<file path="src/rtl/divider_pkg.sv">
// Shared types and constants for the iterative restoring divider.
package divider_pkg;

  localparam int          DIV_DATA_W    = 16;
  localparam logic [15:0] DIV_RD_BASE   = 16'd64;
  localparam logic [15:0] DIV_WR_BASE   = 16'd0;
  localparam logic [15:0] DIV_ZERO_QUOT = 16'hFFFF;

  typedef enum logic [1:0] {
    ST_IDLE  = 2'd0,
    ST_LOAD  = 2'd1,
    ST_CALC  = 2'd2,
    ST_WRITE = 2'd3
  } state_t;

endpackage

</file>
<file path="src/rtl/divider_step.sv">
// One combinational restoring-division iteration: shift in the next dividend
// bit, trial-subtract the divisor, keep the difference if it did not go negative.
module divider_step
  import divider_pkg::*;
#(
  parameter int W = DIV_DATA_W
) (
  input  logic [W:0]   r,
  input  logic [W-1:0] q,
  input  logic [W-1:0] d,
  output logic [W:0]   r_next,
  output logic [W-1:0] q_next
);

  logic [W+1:0] t;
  logic [W+1:0] d_ext;

  always_comb begin
    // r[W] is always 0 while R < D; widening keeps the compare exact regardless.
    t     = {r, q[W-1]};
    d_ext = {2'b00, d};
    if (t >= d_ext) begin
      r_next = (W+1)'(t - d_ext);
      q_next = {q[W-2:0], 1'b1};
    end else begin
      r_next = (W+1)'(t);
      q_next = {q[W-2:0], 1'b0};
    end
  end

endmodule

</file>
<file path="src/rtl/divider_core.sv">
// 16-cycle restoring divider fed by the scratch-memory read controller.
// Handshake: sc_mem_rd_en is accepted only in IDLE; div_done releases the controller.
module divider_core
  import divider_pkg::*;
#(
  parameter int          DATA_W  = DIV_DATA_W,
  parameter logic [15:0] RD_BASE = DIV_RD_BASE,
  parameter logic [15:0] WR_BASE = DIV_WR_BASE
) (
  input  logic                  clk,
  input  logic                  reset,
  input  logic                  sc_mem_rd_en,
  input  logic [15:0]           sc_mem_rdaddr,
  input  logic [2*DATA_W-1:0]   sc_mem_rddata,
  output logic                  res_mem_wr_en,
  output logic [15:0]           res_mem_wraddr,
  output logic [2*DATA_W-1:0]   res_mem_wrdata,
  output logic                  div_by_zero,
  output logic                  div_done,
  output logic                  busy,
  output logic [1:0]            fsm_state
);

  state_t              state, state_next;
  logic [15:0]         rdaddr_q;
  logic [DATA_W-1:0]   q_reg, d_reg;
  logic [DATA_W:0]     r_reg;
  logic [3:0]          cnt;
  logic [DATA_W:0]     r_nxt;
  logic [DATA_W-1:0]   q_nxt;
  logic [DATA_W-1:0]   dividend, divisor;
  logic [15:0]         wraddr_map;

  assign dividend   = sc_mem_rddata[2*DATA_W-1:DATA_W];
  assign divisor    = sc_mem_rddata[DATA_W-1:0];
  assign wraddr_map = WR_BASE + ((rdaddr_q - RD_BASE) >> 1);
  assign fsm_state  = state;

  divider_step #(.W(DATA_W)) u_step (
    .r      (r_reg),
    .q      (q_reg),
    .d      (d_reg),
    .r_next (r_nxt),
    .q_next (q_nxt)
  );

  always_ff @(posedge clk or negedge reset) begin
    if (!reset) state <= ST_IDLE;
    else        state <= state_next;
  end

  always_comb begin
    state_next = state;
    case (state)
      ST_IDLE:  if (sc_mem_rd_en) state_next = ST_LOAD;
      ST_LOAD:  state_next = (divisor == '0) ? ST_WRITE : ST_CALC;
      ST_CALC:  if (cnt == 4'd0) state_next = ST_WRITE;
      ST_WRITE: state_next = ST_IDLE;
      default:  state_next = ST_IDLE;
    endcase
  end

  always_ff @(posedge clk or negedge reset) begin
    if (!reset) begin
      rdaddr_q       <= '0;
      q_reg          <= '0;
      d_reg          <= '0;
      r_reg          <= '0;
      cnt            <= '0;
      res_mem_wr_en  <= 1'b0;
      res_mem_wraddr <= '0;
      res_mem_wrdata <= '0;
      div_by_zero    <= 1'b0;
      div_done       <= 1'b0;
      busy           <= 1'b0;
    end else begin
      busy <= (state_next != ST_IDLE);
      case (state)
        ST_IDLE: begin
          if (sc_mem_rd_en) rdaddr_q <= sc_mem_rdaddr;
        end
        ST_LOAD: begin
          q_reg <= dividend;
          d_reg <= divisor;
          r_reg <= '0;
          cnt   <= 4'(DATA_W - 1);
          if (divisor == '0) begin
            res_mem_wr_en  <= 1'b1;
            div_done       <= 1'b1;
            div_by_zero    <= 1'b1;
            res_mem_wraddr <= wraddr_map;
            res_mem_wrdata <= {DATA_W'(DIV_ZERO_QUOT), dividend};
          end
        end
        ST_CALC: begin
          r_reg <= r_nxt;
          q_reg <= q_nxt;
          // The final step's result goes straight into the output registers.
          if (cnt == 4'd0) begin
            res_mem_wr_en  <= 1'b1;
            div_done       <= 1'b1;
            div_by_zero    <= 1'b0;
            res_mem_wraddr <= wraddr_map;
            res_mem_wrdata <= {q_nxt, r_nxt[DATA_W-1:0]};
          end else begin
            cnt <= cnt - 4'd1;
          end
        end
        ST_WRITE: begin
          res_mem_wr_en <= 1'b0;
          div_done      <= 1'b0;
          div_by_zero   <= 1'b0;
        end
        default: ;
      endcase
    end
  end

endmodule

</file>
<file path="config.mk">
export PLATFORM = sky130hd
export DESIGN_NAME = divider_core
export DESIGN_NICKNAME = d
export VERILOG_FILES = /design/src/rtl/divider_pkg.sv /design/src/rtl/divider_step.sv /design/src/rtl/divider_core.sv
export SDC_FILE = /design/constraint.sdc
export NUM_CORES = 1
export LEC_CHECK = 0
export BUFFER_PORTS_ARGS = -buffer_cell sky130_fd_sc_hd__buf_2
export CAP_MARGIN = 10
export CORE_MARGIN = 2
export CORE_UTILIZATION = 55
export DETAILED_ROUTE_END_ITERATION = 8
export GPL_ROUTABILITY_DRIVEN = 0
export GPL_TIMING_DRIVEN = 0
export PLACE_DENSITY = 0.84
export REMOVE_ABC_BUFFERS = 1
export SYNTH_ARGS = -nofsm -noshare
export SYNTH_HDL_FRONTEND = slang
export SYNTH_HIERARCHICAL = 1
export SYNTH_SLANG_ARGS = --single-unit
</file>
<file path="constraint.sdc">
create_clock -name clk -period 8.43 [get_ports clk]
set_input_delay 2.529 -clock clk [delete_from_list [all_inputs] [get_ports clk]]
set_output_delay 2.529 -clock clk [all_outputs]
set_load 0.1 [all_outputs]
</file>
==> impl_metrics.yaml, run 1 <==
critical_path:
  crit_type: "primary input to flop"
  arrival_ns: 4.48
  startpoint_type: "primary input"
  required_ns: 8.73
  path_max_fanout: 31
  cp-end-kind: "flop"
floorplanning:
  placementRows: 39
  die-area_um2: 12800
  pin_count: 105
  chipHeight_um: 113
  start_util_pct: 56.9
  die-width_um: 113
  core_um2: 11500
cts:
  hold_buffers: 0
  cts_buffers: 17
  cts_tree: "yes"
  cts-resized-gates: 0
  post-cts-setup-buffers: 0
  cts_max_path_buffers: 2
  cts_sinks: 120
  clk_latency_ns: 0.43
  path_clk_slew_ns: 0.05
  clockRootBuffer: "clkbuf_16"
  h-tree-depth: 4
layout:
  nets: 739
  layout_commonest_cell: "dfrtp_1"
  antennaDiodeCount: 0
  fin_util_pct: 66.0
  largest_reg_flops: 32
  drive_gt1_share_pct: 32.2
  area_growth_pct: 16.1
  most-common-layout-cells: "dfrtp_1 (120), buf_2 (101), mux2_2 (59)"
  final_cell_area_um2: 7600
  nFillCells: 846
global_routing:
  grt-ovfl-total: 0
  antenna_found_initial: 0
  grt_start_max_net_pins: 88
  grt_util_all_layers_pct: 22.6
  grt_pass1_wl_um: 22900
  grt_pass1_vias: 4797
routing:
  vias_per_cell: 5.71
  drt-total-wl_um: 13700
  wl_per_cell_um: 16.7
  drt_iter0_drc: 270
  drt_pass1_iterations: 7
  drcViolationCount: 5
  final_antenna_net_count: 0
  num_vias: 4682
synthesis:
  synth_cells: 585
  ys.flop_type: "dfrtp_1"
  ys_ff_latch: 120
  ys_seq_area_share_pct: 45.8
  synth_area_um2: 6550
  yosysUniqueCellTypes: 57
  synthArstFlopShare_pct: 100
  synth_warnings: 6
  avgSynthCellArea_um2: 11.2
  synth_edf_count: 0
timing:
  setup_viol: 0
  rsz0062_at_grt: "no"
  min_period_ns: 4.19
  hold_viol: 0
  slew_headroom_pct: 34.7
  finalClockSkew_ns: 0.0103
  setup-tns-final_ns: 0
  fmax_mhz: 239
  finalMaxSlewViolations: 0
  layout_worst_path_cycle_share_pct: 49.7
  worst_slew_pin_slew_ns: 0.980
place:
  portBuffers: 102
  dp_hpwl_um: 9430
  post_dp_cell_area_um2: 7040
job:
  maxCapViolCount: 0
worst_hold_path:
  hold_class: "flop to flop"
status:
  violations: "design-rule violations"
  status: "complete, but fails checks"
-- metal layers --
metal / wire, µm / track usage [%] / up-vias
met5: 0 / 0 / -
li1: - / - / 2204
met3: 701 / 6.48 / 28
met1: 5930 / 27.7 / 2310
met4: 299 / 9.67 / 0
met2: 6760 / 37.5 / 140
-- area by class of cell --
| type | count | area, µm² | share of cell area, % |
|---|---|---|---|
| clock inverters | 9 | 68.8 | 0.905 |
| multi-input cells | 375 | 3110 | 40.8 |
| clock buffers | 23 | 478 | 6.29 |
| well taps | 143 | 179 | 2.35 |
| inverters | 44 | 165 | 2.17 |
| flip-flops and latches | 120 | 3000 | 39.5 |
| repair buffers | 106 | 604 | 7.95 |
-- per-stage QoR --
| step | std cells | setup slack, ns | hold slack [ns] |
|---|---|---|---|
| after CTS | 819 | 3.79 | 0.482 |
| after floorplan | 539 | 4.01 | 0.459 |
| final | 820 | 4.24 | 0.475 |
| after global routing | 820 | 4.14 | 0.492 |
| after detailed placement | 787 | 3.35 | 0.469 |
| after global placement | 784 | 3.40 | 0.462 |
-- cell families after synthesis --
family                     share of synthesized area, %
other                                            0.0572
and+or+nand+nor                                    9.49
xor gates and xnor gates                           2.81
DFF                                                45.8
muxes                                              19.3
AOI/OAI and AO/OA                                  11.0
adders and majority gates                          4.70
buffers and inverters                              6.84
-- final timing paths --
path / to / cells past startpoint / from / slack [ns]
max: res_mem_wraddr[13] / 6 / sc_mem_rddata[10] / 4.24
min: res_mem_wrdata[10] / 1 / res_mem_wrdata[10] / 0.48
max reg2reg: res_mem_wrdata[8] / 12 / q_reg[15] / 4.81
min reg2reg: res_mem_wrdata[10] / 1 / res_mem_wrdata[10] / 0.48
max in group asynchronous: cnt[3] / 2 / reset / 5.70
min in group asynchronous: d_reg[3] / 1 / reset / 2.00
-- synth_stat cells, drive strengths merged (2+ instances only) --
| library cell | n | share of area, % |
|---|---|---|
| a211oi | 3 | 0.50 |
| a21bo | 2 | 0.31 |
| a21o | 7 | 0.80 |
| a21oi | 30 | 2.3 |
| a221oi | 2 | 0.27 |
| a22o | 2 | 0.27 |
| a31oi | 2 | 0.42 |
| buf | 30 | 3.4 |
| clkbuf | 16 | 0.92 |
| dfrtp | 120 | 46 |
| ha | 23 | 4.4 |
| inv | 44 | 2.5 |
| mux2 | 92 | 16 |
| mux2i | 20 | 3.1 |
| nand2 | 22 | 1.3 |
| nand2b | 6 | 0.57 |
| nand3 | 22 | 1.7 |
| nand4 | 5 | 0.71 |
| nor2 | 33 | 1.9 |
| nor3 | 6 | 0.46 |
| nor3b | 2 | 0.23 |
| nor4 | 5 | 1.4 |
| nor4b | 2 | 0.27 |
| o21ai | 30 | 2.3 |
| o21bai | 2 | 0.23 |
| o22a | 15 | 2.0 |
| o31ai | 2 | 0.23 |
| or3b | 2 | 0.27 |
| or4 | 2 | 0.23 |
| xnor2 | 8 | 1.1 |
| xor2 | 13 | 1.7 |
-- worst max-delay path: stages --
cell and delay [ns]:
buf_2 0.12, nor4_4 0.32, nand4_4 0.25, a22oi_4 0.60
buf_12 0.28, mux2_1 0.36
Power of run 1 is left out: the tool's default activity adds up to more than one toggle a clock period on the data nets, which glitch-free logic cannot reach.
==> run 2, diff against run 1 <==
Settings changed: CORE_UTILIZATION 55 to 52, PLACE_DENSITY 0.84 to 0.83.
Clock period 8.43 ns to 3.6 ns, I/O delays scaled along.
==> run 2 against run 1 <==
The flow now finishes without violations. Sequential share of layout area is 0.68 points lower. Wire length is 4.4% higher. Flip-flop and latch count stayed put. Largest cell class unchanged.
==> impl_metrics.yaml, run 2 (synthesized netlist as in run 1, its figures left out) <==
timing:
  layout_worst_path_cycle_share_pct: 94.1
  worst_slew_pin_slew_ns: 1.01
  fin_hold_ws_ns: 0.483
  fmax_mhz: 295
  rsz0062_at_grt: "no"
  setup-tns-final_ns: 0
  setup_viol: 0
  slew_headroom_pct: 32.7
  finalMaxSlewViolations: 0
  worst_slack_ns: 0.213
  min_period_ns: 3.39
  finalClockSkew_ns: 0.00660
  hold_viol: 0
floorplanning:
  pin_count: 105
  core_um2: 12500
  chipHeight_um: 116
  die-width_um: 116
  placementRows: 41
  start_util_pct: 52.6
  die-area_um2: 13500
layout:
  ff_latch_area_um2: 3000
  layout_commonest_cell: "dfrtp_1"
  nets: 739
  multiInputGateArea_um2: 3110
  final_cell_area_um2: 7740
  antennaDiodeCount: 0
  nFillCells: 990
  most-common-layout-cells: "dfrtp_1 (120), buf_2 (101), mux2_2 (59)"
  largest_reg_flops: 32
  drive_gt1_share_pct: 32.8
  area_growth_pct: 18.1
place:
  place_ws_ns: -0.00120
  post_dp_cell_area_um2: 7090
  portBuffers: 102
  dp_hpwl_um: 10100
cts:
  post-cts-setup-buffers: 0
  clk_latency_ns: 0.42
  cts_max_path_buffers: 2
  path_clk_slew_ns: 0.06
  cts_tree: "yes"
  cts_sinks: 120
  hold_buffers: 0
  cts_buffers: 17
  clockRootBuffer: "clkbuf_16"
  h-tree-depth: 4
global_routing:
  grt-ovfl-total: 0
  antenna_found_initial: 0
  grt_pass1_vias: 4826
  grt_start_max_net_pins: 87
  grt_util_all_layers_pct: 22.8
  grt_pass1_wl_um: 23700
job:
  maxCapViolCount: 0
routing:
  drcViolationCount: 0
  drt_pass1_iterations: 5
  wl_per_cell_um: 16.8
  drt-total-wl_um: 14300
  num_vias: 4650
  drt_iter0_drc: 242
  final_antenna_net_count: 0
  vias_per_cell: 5.48
critical_path:
  r2r-end: "res_mem_wrdata[8]"
  startpoint_type: "flop"
  path_max_fanout: 19
  crit_slowest_cell: "mux2_1"
  max_stage_delay_ns: 0.43
  r2r_start: "q_reg[15]"
  worstPathCellList: "inv_1 -> ha_1 -> inv_1 -> fa_1 -> a21oi_1 -> o211ai_2 -> a31oi_4 -> o21ai_1 -> a21o_4 -> mux2_1 -> mux2_2 -> mux2_1"
  cp-end-kind: "flop"
  required_ns: 3.90
  crit_type: "flop to flop"
  arrival_ns: 3.68
  r2r_slack_ns: 0.21
  rr_worst_depth: 12
worst_hold_path:
  hold_class: "flop to flop"
  hold_end: "res_mem_wrdata[13]"
  hold-path-cell-count: 1
  worstHoldStart: "res_mem_wrdata[13]"
status:
  status: "complete, no violations"
[run 2: changes by cell type in the layout (fill, tap and decap cells not counted)]
cell	change
clkbuf_8	-2
bufinv_16	+4
clkinv_4	-1
a21o_4	+1
clkinvlp_4	+1
a21o_1	-1
inv_6	+1
clkbuf_1	-3
[run 2: what timing repair did]
action,in CTS,in global routing
endpoints found under the setup margin,1,1
gates resized for setup,1,1
gates cloned,0,0
[run 2: critical path, delay by kind of cell, from the launching register on]
family / cells / cell delay [ns]
flip-flops: 1 / 0.37
buffers and inverters: 2 / 0.14
multiplexers: 3 / 1.00
AO/OA/AOI/OAI: 5 / 1.18
adder cells (fa/ha/maj): 2 / 0.56
[run 2: worst max-delay path by stage]
stage	to	depth (start not counted)	slack (ns)	from
2_1_floorplan	res_mem_wrdata[0]	4	-0.68	fsm_state[1]
3_3_place_gp	res_mem_wrdata[2]	5	-1.06	fsm_state[0]
3_5_place_dp	res_mem_wrdata[8]	12	-0.001	q_reg[15]
4_1_cts	res_mem_wrdata[8]	12	0.16	q_reg[15]
5_1_grt	res_mem_wrdata[8]	12	0.09	q_reg[15]
6_report	res_mem_wrdata[8]	12	0.21	q_reg[15]
[run 2: metrics by stage]
stage | utilization [%] | std cells
final | 62.1 | 849
after global routing | 62.1 | 849
after CTS | 62.0 | 849
after detailed placement | 56.9 | 817
after global placement | 56.1 | 813
after floorplan | - | 539
[run 2: cell type report]
| type | instances | area share (%) |
|---|---|---|
| Clock buffer | 18 | 5.68 |
| Clock inverter | 14 | 2.54 |
| Inverter | 44 | 2.13 |
| Multi-Input combinational cell | 375 | 40.2 |
| Sequential cell | 120 | 38.8 |
| Tap cell | 172 | 2.78 |
| Timing Repair Buffer | 106 | 7.81 |
[run 2: routing by layer]
metal | part of all wire [%] | global-route usage [%]
met1 | 43 | 28.3
met2 | 50 | 38.4
met3 | 4.6 | 6.02
met4 | 1.7 | 8.41
met5 | 0 | 0
Power of run 2 is left out for the same reason.
